## config.mk

```make
export PLATFORM = sky130hd
export DESIGN_NAME = vend_session_ctrl
export DESIGN_NICKNAME = d
export VERILOG_FILES = /design/src/rtl/vend_session_ctrl.sv
export SDC_FILE = /design/constraint.sdc
export NUM_CORES = 1
export LEC_CHECK = 0
export ABC_AREA = 1
export BUFFER_PORTS_ARGS = -buffer_cell sky130_fd_sc_hd__buf_2
export CORE_MARGIN = 1
export CORE_UTILIZATION = 30
export CTS_BUF_LIST = sky130_fd_sc_hd__clkbuf_2
export DETAILED_ROUTE_END_ITERATION = 8
export HOLD_SLACK_MARGIN = 0.15
export PLACE_DENSITY = 0.49
export SYNTH_ARGS = -nofsm -noshare
export SYNTH_HDL_FRONTEND = slang
export SYNTH_SLANG_ARGS = --single-unit
export TNS_END_PERCENT = 20
```

## constraint.sdc

```tcl
create_clock -name clk -period 2.9 [get_ports clk]
set_input_delay 0.725 -clock clk [delete_from_list [all_inputs] [get_ports clk]]
set_output_delay 0.725 -clock clk [all_outputs]
set_load 0.05 [all_outputs]
```

## src/rtl/vend_session_ctrl.sv

```systemverilog
// ============================================================================
// Module   : vend_session_ctrl
// Purpose  : Vending transaction controller: coin credit, vend handshake,
//            nickel change/refund, inventory and inactivity timeout.
// Revision : 1.0
// ============================================================================
`default_nettype none

module vend_session_ctrl #(
   parameter int PRICE       = 9,
   parameter int STOCK_INIT  = 8,
   parameter int STOCK_W     = 4,
   parameter int TIMEOUT_CYC = 1000,
   parameter int TMR_W       = 10
) (
   input  logic clk,
   input  logic reset,
   input  logic coin_n,
   input  logic coin_d,
   input  logic coin_q,
   input  logic sel_valid,
   input  logic sel_diet,
   input  logic cancel,
   input  logic restock,
   input  logic disp_ack,
   input  logic chg_ack,
   output logic disp_soda,
   output logic disp_diet,
   output logic chg_req,
   output logic [3:0] credit,
   output logic coin_reject,
   output logic sel_reject,
   output logic soda_empty,
   output logic diet_empty,
   output logic busy
);

   typedef enum logic [1:0] {
      ST_IDLE     = 2'd0,
      ST_CREDIT   = 2'd1,
      ST_DISPENSE = 2'd2,
      ST_CHANGE   = 2'd3
   } state_t;

   localparam logic [3:0]         c_price      = 4'(PRICE);
   localparam logic [STOCK_W-1:0] c_stock_init = STOCK_W'(STOCK_INIT);
   localparam logic [STOCK_W-1:0] c_stock_one  = STOCK_W'(1);
   localparam logic [TMR_W-1:0]   c_tmr_last   = TMR_W'(TIMEOUT_CYC - 1);
   localparam logic [TMR_W-1:0]   c_tmr_one    = TMR_W'(1);

   state_t             r_state, w_state;
   logic [3:0]         r_credit, w_credit;
   logic [TMR_W-1:0]   r_timer, w_timer;
   logic [STOCK_W-1:0] r_soda_stock, w_soda_stock;
   logic [STOCK_W-1:0] r_diet_stock, w_diet_stock;
   logic               r_disp_soda, w_disp_soda;
   logic               r_disp_diet, w_disp_diet;
   logic               r_chg_req, w_chg_req;
   logic               r_coin_reject, w_coin_reject;
   logic               r_sel_reject, w_sel_reject;

   logic               w_coin_any;
   logic               w_coin_multi;
   logic               w_coin_take;
   logic [3:0]         w_coin_val;
   logic               w_stock_ok;

   // Only the highest-priority coin is valued; any other coin is lost.
   assign w_coin_any   = coin_n | coin_d | coin_q;
   assign w_coin_multi = (coin_n & (coin_d | coin_q)) | (coin_d & coin_q);
   assign w_coin_val   = coin_n ? 4'd1 : (coin_d ? 4'd2 : (coin_q ? 4'd5 : 4'd0));
   assign w_stock_ok   = sel_diet ? (r_diet_stock != '0) : (r_soda_stock != '0);

   always_comb begin
      w_state      = r_state;
      w_credit     = r_credit;
      w_timer      = r_timer;
      w_soda_stock = r_soda_stock;
      w_diet_stock = r_diet_stock;
      w_disp_soda  = r_disp_soda;
      w_disp_diet  = r_disp_diet;
      w_sel_reject = 1'b0;
      w_coin_take  = 1'b0;

      case (r_state)
         ST_IDLE: begin
            w_timer = '0;
            if (restock) begin
               w_soda_stock = c_stock_init;
               w_diet_stock = c_stock_init;
            end
            if (sel_valid)
               w_sel_reject = 1'b1;
            if (w_coin_any) begin
               w_coin_take = 1'b1;
               w_credit    = r_credit + w_coin_val;
               w_state     = ST_CREDIT;
            end
         end
         ST_CREDIT: begin
            // Priority: selection, then cancel, then timeout, then coin.
            if (sel_valid) begin
               if (r_credit >= c_price && w_stock_ok) begin
                  if (sel_diet)
                     w_diet_stock = r_diet_stock - c_stock_one;
                  else
                     w_soda_stock = r_soda_stock - c_stock_one;
                  w_credit    = r_credit - c_price;
                  w_disp_soda = ~sel_diet;
                  w_disp_diet = sel_diet;
                  w_timer     = '0;
                  w_state     = ST_DISPENSE;
               end else begin
                  w_sel_reject = 1'b1;
                  w_timer      = r_timer + c_tmr_one;
               end
            end else if (cancel || r_timer >= c_tmr_last) begin
               w_timer = '0;
               w_state = ST_CHANGE;
            end else if (w_coin_any && r_credit < c_price) begin
               w_coin_take = 1'b1;
               w_credit    = r_credit + w_coin_val;
               w_timer     = '0;
            end else begin
               w_timer = r_timer + c_tmr_one;
            end
         end
         ST_DISPENSE: begin
            if (disp_ack) begin
               w_disp_soda = 1'b0;
               w_disp_diet = 1'b0;
               w_state     = (r_credit != 4'd0) ? ST_CHANGE : ST_IDLE;
            end
         end
         ST_CHANGE: begin
            if (r_credit == 4'd0) begin
               w_state = ST_IDLE;
            end else if (r_chg_req && chg_ack) begin
               w_credit = r_credit - 4'd1;
               if (r_credit == 4'd1)
                  w_state = ST_IDLE;
            end
         end
         default: w_state = ST_IDLE;
      endcase

      w_chg_req     = (w_state == ST_CHANGE) && (w_credit != 4'd0);
      w_coin_reject = w_coin_any && (!w_coin_take || w_coin_multi);
   end

   always_ff @(posedge clk) begin
      if (!reset) begin
         r_state       <= ST_IDLE;
         r_credit      <= 4'd0;
         r_timer       <= '0;
         r_soda_stock  <= c_stock_init;
         r_diet_stock  <= c_stock_init;
         r_disp_soda   <= 1'b0;
         r_disp_diet   <= 1'b0;
         r_chg_req     <= 1'b0;
         r_coin_reject <= 1'b0;
         r_sel_reject  <= 1'b0;
      end else begin
         r_state       <= w_state;
         r_credit      <= w_credit;
         r_timer       <= w_timer;
         r_soda_stock  <= w_soda_stock;
         r_diet_stock  <= w_diet_stock;
         r_disp_soda   <= w_disp_soda;
         r_disp_diet   <= w_disp_diet;
         r_chg_req     <= w_chg_req;
         r_coin_reject <= w_coin_reject;
         r_sel_reject  <= w_sel_reject;
      end
   end

   assign disp_soda   = r_disp_soda;
   assign disp_diet   = r_disp_diet;
   assign chg_req     = r_chg_req;
   assign credit      = r_credit;
   assign coin_reject = r_coin_reject;
   assign sel_reject  = r_sel_reject;
   assign soda_empty  = (r_soda_stock == '0);
   assign diet_empty  = (r_diet_stock == '0);
   assign busy        = (r_state == ST_DISPENSE) || (r_state == ST_CHANGE);

endmodule

`default_nettype wire

```

==> Word level (Yosys, flattened, before mapping) <==
Cells that the tools add are included.
{ "totals": {"reg_bits": 29, "inputBits": 11, "out_inout_bits": 12, "word_cells": 111} }
{ "classes": {"add_sub_neg": 6, "n_lt_le_gt_ge": 3, "eq_ne": 11, "muxes": 52, "bitwise": 7, "reduce_logical": 22} }
{ "ops": {"columns": ["cell", "n"], "rows": [
  ["4-bit 2-to-1 mux", 14],
  ["10-bit 2-to-1 mux", 4],
  ["10-bit one-hot mux with 2 select lines", 1],
  ["2-bit 2-to-1 mux", 9],
  ["4-bit one-hot mux with 2 select lines", 2],
  ["4-bit nonzero test", 4],
  ["1-bit 2-to-1 mux", 13],
  ["4-bit logical NOT", 3],
  ["2-bit inequality test (second input constant)", 6],
  ["4-bit one-hot mux with 3 select lines", 1],
  ["4-bit by 1-bit subtractor with 4-bit output (second input constant)", 3],
  ["10-bit by 1-bit adder with 10-bit output (second input constant)", 1],
  ["10-bit greater-or-equal comparator (second input constant)", 1],
  ["5-bit AND reduction", 2],
  ["3-bit 2-to-1 mux", 3],
  ["1-bit one-hot mux with 2 select lines", 4],
  ["2-bit one-hot mux with 4 select lines", 1],
  ["2-bit equality test (second input constant)", 3],
  ["1-bit logical AND", 5],
  ["4-bit by 3-bit adder with 4-bit output", 1],
  ["4-bit by 1-bit equality test with 1-bit output (second input constant)", 1],
  ["4-bit greater-or-equal comparator (second input constant)", 1],
  ["4-bit less-than comparator (second input constant)", 1],
  ["1-bit OR", 4],
  ["9 further kinds", 13]
]} }

==> Longest topological paths before layout <==
{ "depth": {"ltp_word": 10, "depth_mapped": 16, "ltp_nobuf": 16} }

==> Least setup slack after synthesis <==
Ideal clock, no wire load.
{ "synth_path": {"path_kind": "input port to flip-flop", "startpoint": "input port coin_q", "endpoint": "register r_chg_req, in the netlist chg_req", "setup_ps": 111, "t_arrival_ps": 2181, "required_time_ps": 2789, "path_slack_ps": 608, "path_stages": 13, "path_buffers": 0, "cell_sequence": "inv_1 > o21ai_0 > ha_1 > fa_1 > xor2_1 > nor2_1 > o21ai_0 > a31oi_1 > nand2_1 > nand2_1 > nand2_1 > nor2_1 > nor2_1"} }
{ "synth_between": {"elab_chain_cells": 10, "elab_cells_between_ends": 16, "cone_classes": "add/sub: 1; eq/ne: 1; mux: 10; bitwise: 1; reduce/logical: 3"} }
{ "synth_lines": {"columns": ["item", "line_no", "text"], "rows": [
  ["start, declared", "20", "input logic coin_q,"],
  ["3-bit 2-to-1 mux (3 in series)", "71", "assign w_coin_val = coin_n ? 4'd1 : (coin_d ? 4'd2 : (coin_q ? 4'd5 : 4'd0));"],
  ["4-bit by 3-bit adder with 4-bit output", "96, 122", null],
  ["4-bit 2-to-1 mux", "120", "end else if (w_coin_any && r_credit < c_price) begin"],
  ["4-bit 2-to-1 mux", "117", "end else if (cancel || r_timer >= c_tmr_last) begin"],
  ["4-bit 2-to-1 mux", "102", "if (sel_valid) begin"],
  ["4-bit one-hot mux with 3 select lines", "85", "case (r_state)"],
  ["4-bit nonzero test", "147", "w_chg_req = (w_state == ST_CHANGE) && (w_credit != 4'd0);"],
  ["1-bit logical AND *", "147", null],
  ["end signal, assigned", "171", "r_chg_req <= w_chg_req;"],
  ["end, declared", "58", "logic r_chg_req, w_chg_req;"]
]} }
Every way passes the cells marked *; elsewhere a longest branch is shown, timed or not.
A chain may end at the register's enable or synchronous reset.

==> Worst setup path after layout <==
{ "layout_path": {"startpoint": "register r_credit[0], in the netlist credit[0]", "endpoint": "register r_chg_req, in the netlist chg_req"} }
{ "layout_between": {"elab_chain_cells": 8, "elab_cells_between_ends": 29, "cone_classes": "add/sub: 3; order compare: 2; eq/ne: 2; mux: 16; reduce/logical: 6"} }
{ "layout_lines": {"columns": ["item", "line_no", "text"], "rows": [
  ["start, declared", "52", "logic [3:0] r_credit, w_credit;"],
  ["start signal, assigned", "165", "r_credit <= w_credit;"],
  ["4-bit less-than comparator", "120", null],
  ["1-bit logical AND", "120", null],
  ["4-bit 2-to-1 mux", "120", null],
  ["4-bit 2-to-1 mux", "117", null],
  ["4-bit 2-to-1 mux", "102", null],
  ["4-bit one-hot mux with 3 select lines", "85", null],
  ["4-bit nonzero test", "147", null],
  ["1-bit logical AND *", "147", null]
]} }
Marked as above.

==> out/metrics.cfg <==
[synthesis]
synth_edf_count = 0
synth_top_family_by_area = simple AND/OR/NAND/NOR gates
synth_seq_cells = 29
synth_mux_area_frac = 0
syn_avg_cell_area_sq_um = 6.36
yosysWarnings = 0
async_reset_ff_frac = 0
syn_inst = 323
synth_adder_area_share = 0.0707
seq_area_frac_synth = 0.283
synth-compound-area-share = 0.152
syn_nets = 345
synthXorXnorAreaFrac = 0.0213
synthFlopType = dfxtp_1
syn-cell-area_sq_mm = 0.00205
synth_cell_types = 33
synth-simple-area-share = 0.387

[cts]
cts.sinks = 29
clkTransAtPathRegs_ps = 160
cts_tree = yes
cts_htree_levels = 2
post_cts_buffers = 0
clkLatencyLatePin_ps = 350
max-clock-path-buffers = 2
root_buffer = clkbuf_2
cts-resized-gates = 0
cts_buffers = 5
ctsHoldBuffers = 0

[routing]
routedWlPerCell_um = 13.0
route.detailed.drc = 0
drtPass1Iterations = 4
antenna_left = 0
drt_first_iter_violations = 75
vias = 2109
drt-vias-per-instance = 4.94
wl_mm = 5.55

[place]
port-buffer-count = 22
routabilityCongestion = 0.823
detailed_place_hpwl_mm = 4.22

[grt]
grt_pass1_wl_mm = 9.21
grt_overflow = 0
grt_use_total = 0.162
grt_start_max_net_pins = 15
antenna_found_initial = 0
grt_pass1_vias = 2006

[layout]
drive_above_1_share = 0.143
area_growth_pct = 11.5
fill_cells = 712
seq_area_sq_um = 581
antenna_cells = 0
nets = 371
multi_input_area_sq_mm = 0.00129

[critical_path]
worst_setup_path_end_kind = register
cp_slowest_cell = dfxtp_1
r2r_end = chg_req
crit_path_max_incr_delay_ps = 580
crit_type = reg -> reg
crit_end = chg_req
path_depth = 14
worst_ep_required_time_ps = 3170
r2r_start = credit[0]
r2r_cells = 14
crit_top_cell = nand2_1
critPathArrivalTime_ps = 2510
crit_chain = inv_1 -> ha_1 -> nand2_2 -> nand2_2 -> nand2_2 -> nand3_4 -> o21ai_0 -> nand2_1 -> nand3_1 -> nand2_1 -> nand2_1 -> nand2_1 -> nor2_1 -> nor2_1
startpoint_type = register
regToRegSetupSlack_ps = 660
crit_buf_inv = 1
crit_start = credit[0]
crit_family = simple AND/OR/NAND/NOR gates
crit_fanout = 9

[power]
p_per_area_mw_per_mm2 = 571
peakVddDrop_mv = 0.188
p_leak_nw = 1.10

[sta]
tightest_slew_ps = 460
setup_viol = 0
relSlewSlack = 0.693
rsz0062_at_grt = false
fin_crit_ps = 2240
clock_skew_ps = 7.16
fin_crit_sh = 0.773
whs_ps = 469
fin_tns_setup_ps = 0
fmax_ghz = 0.446
hold_violations = 0
slew_viol_final = 0

[floorplanning]
die_h_um = 84.7
fp.dieW_um = 84.7
rows = 29
ios = 23
initial_core_util = 0.316
die_area_sq_mm = 0.00718
core_area_sq_mm = 0.00649

[run_status]
status = finished clean

[hold_path]
min_path_type = reg -> reg

[run]
maxCapViolations = 0

[layer usage]
layer,global-route usage,wire length (um),vias up
met3,0.0334,268,6
met5,0,0,-
met2,0.277,2560,55
li1,-,-,1115
met1,0.202,2650,933
met4,0.0539,76,0
[power by group]
group / switching [W] / total, W / leakage, nW / internal, W
Combinational: 0.000415 / 0.000608 / 0.835 / 0.000193
Clock: 0.000151 / 0.000204 / 0.0278 / 0.0000528
Sequential: 0.0000530 / 0.000495 / 0.237 / 0.000442
Total: 0.000619 / 0.00131 / 1.10 / 0.000688
[how the worst min path moves through the flow]
stage	from	to	slack, ps	cells after the start
after floorplan	r_timer[3]	r_timer[3]	440	2
after global placement	r_timer[3]	r_timer[3]	440	2
after detailed placement	r_timer[3]	r_timer[3]	450	2
after CTS	r_timer[3]	r_timer[3]	480	2
after global routing	r_timer[3]	r_timer[3]	490	2
final	r_timer[3]	r_timer[3]	470	2
[cells in the mapped netlist (2+ instances only)]
master / number / area, sq um
dfxtp_1: 29 / 581
nand3_1: 31 / 155
or2_2: 2 / 12.5
xnor2_1: 2 / 17.5
nor3b_2: 2 / 25.0
inv_1: 34 / 128
o21ai_1: 5 / 25.0
nor3_1: 5 / 25.0
nand3_2: 2 / 20.0
a21oi_1: 30 / 150
ha_1: 10 / 125
inv_2: 5 / 18.8
nand3b_1: 2 / 15.0
a31oi_1: 3 / 18.8
nand2_2: 5 / 31.3
nand4_1: 4 / 25.0
o21ai_0: 17 / 85.1
clkbuf_1: 4 / 15.0
nor2_1: 30 / 113
a211oi_1: 2 / 15.0
xor2_1: 3 / 26.3
nand2_1: 85 / 319
[metrics by stage]
step / instance area, sq um / power, W / cells / setup slack (ps) / util
after CTS: 2290 / 0.00132 / 427 / 691 / 0.352
after detailed placement: 2250 / 0.00111 / 419 / 343 / 0.347
after floorplan: 2050 / 0.000969 / 323 / 608 / -
after global placement: 2250 / 0.00111 / 419 / 348 / 0.347
final: 2290 / 0.00131 / 427 / 658 / 0.352
after global routing: 2290 / 0.00143 / 427 / 444 / 0.352
[worst min-delay path: cells and delay by family, from the launching register on]
kind | cells | cell delay, ps
AO/OA/AOI/OAI | 1 | 50
flip-flops | 1 | 340
AND/OR/NAND/NOR | 1 | 50
[logic make-up (layout without fill, tap and decap cells)]
kind of cell,after synthesis,count (layout)
simple gates,174,174
compound gates,59,59
buf+inv,45,72
flops,29,29
fa+ha+maj,11,11
xor+xnor,5,5
[state kept, by name, indices dropped and copies added (netlist names)]
signal	flops
credit	4
coin_reject	1
sel_reject	1
disp_soda	1
disp_diet	1
r_timer	10
r_soda_stock	4
r_state	2
r_diet_stock	4
chg_req	1
[final cells by class]
| class | instances | area share |
|---|---|---|
| clock buffer | 5 | 0.0109 |
| clock inverter | 3 | 0.00547 |
| inverter | 39 | 0.0640 |
| multi-input combinational | 249 | 0.566 |
| sequential | 29 | 0.254 |
| tap | 77 | 0.0421 |
| timing repair buffer | 25 | 0.0580 |
[cell usage in the layout, fill, tap and decap left out, types with 3 or more instances in the layout]
cell type and instances:
xor2_1 3, a31oi_1 3, buf_4 3, nand4_1 4
o21ai_0 17, clkbuf_2 5, dfxtp_1 29, nor3_1 5
buf_2 22, a21oi_1 30, inv_2 5, nand2_2 5
o21ai_1 5, nand2_1 85, ha_1 10, inv_1 34
nand3_1 31, nor2_1 30
(Power assumes the default switching activity.)
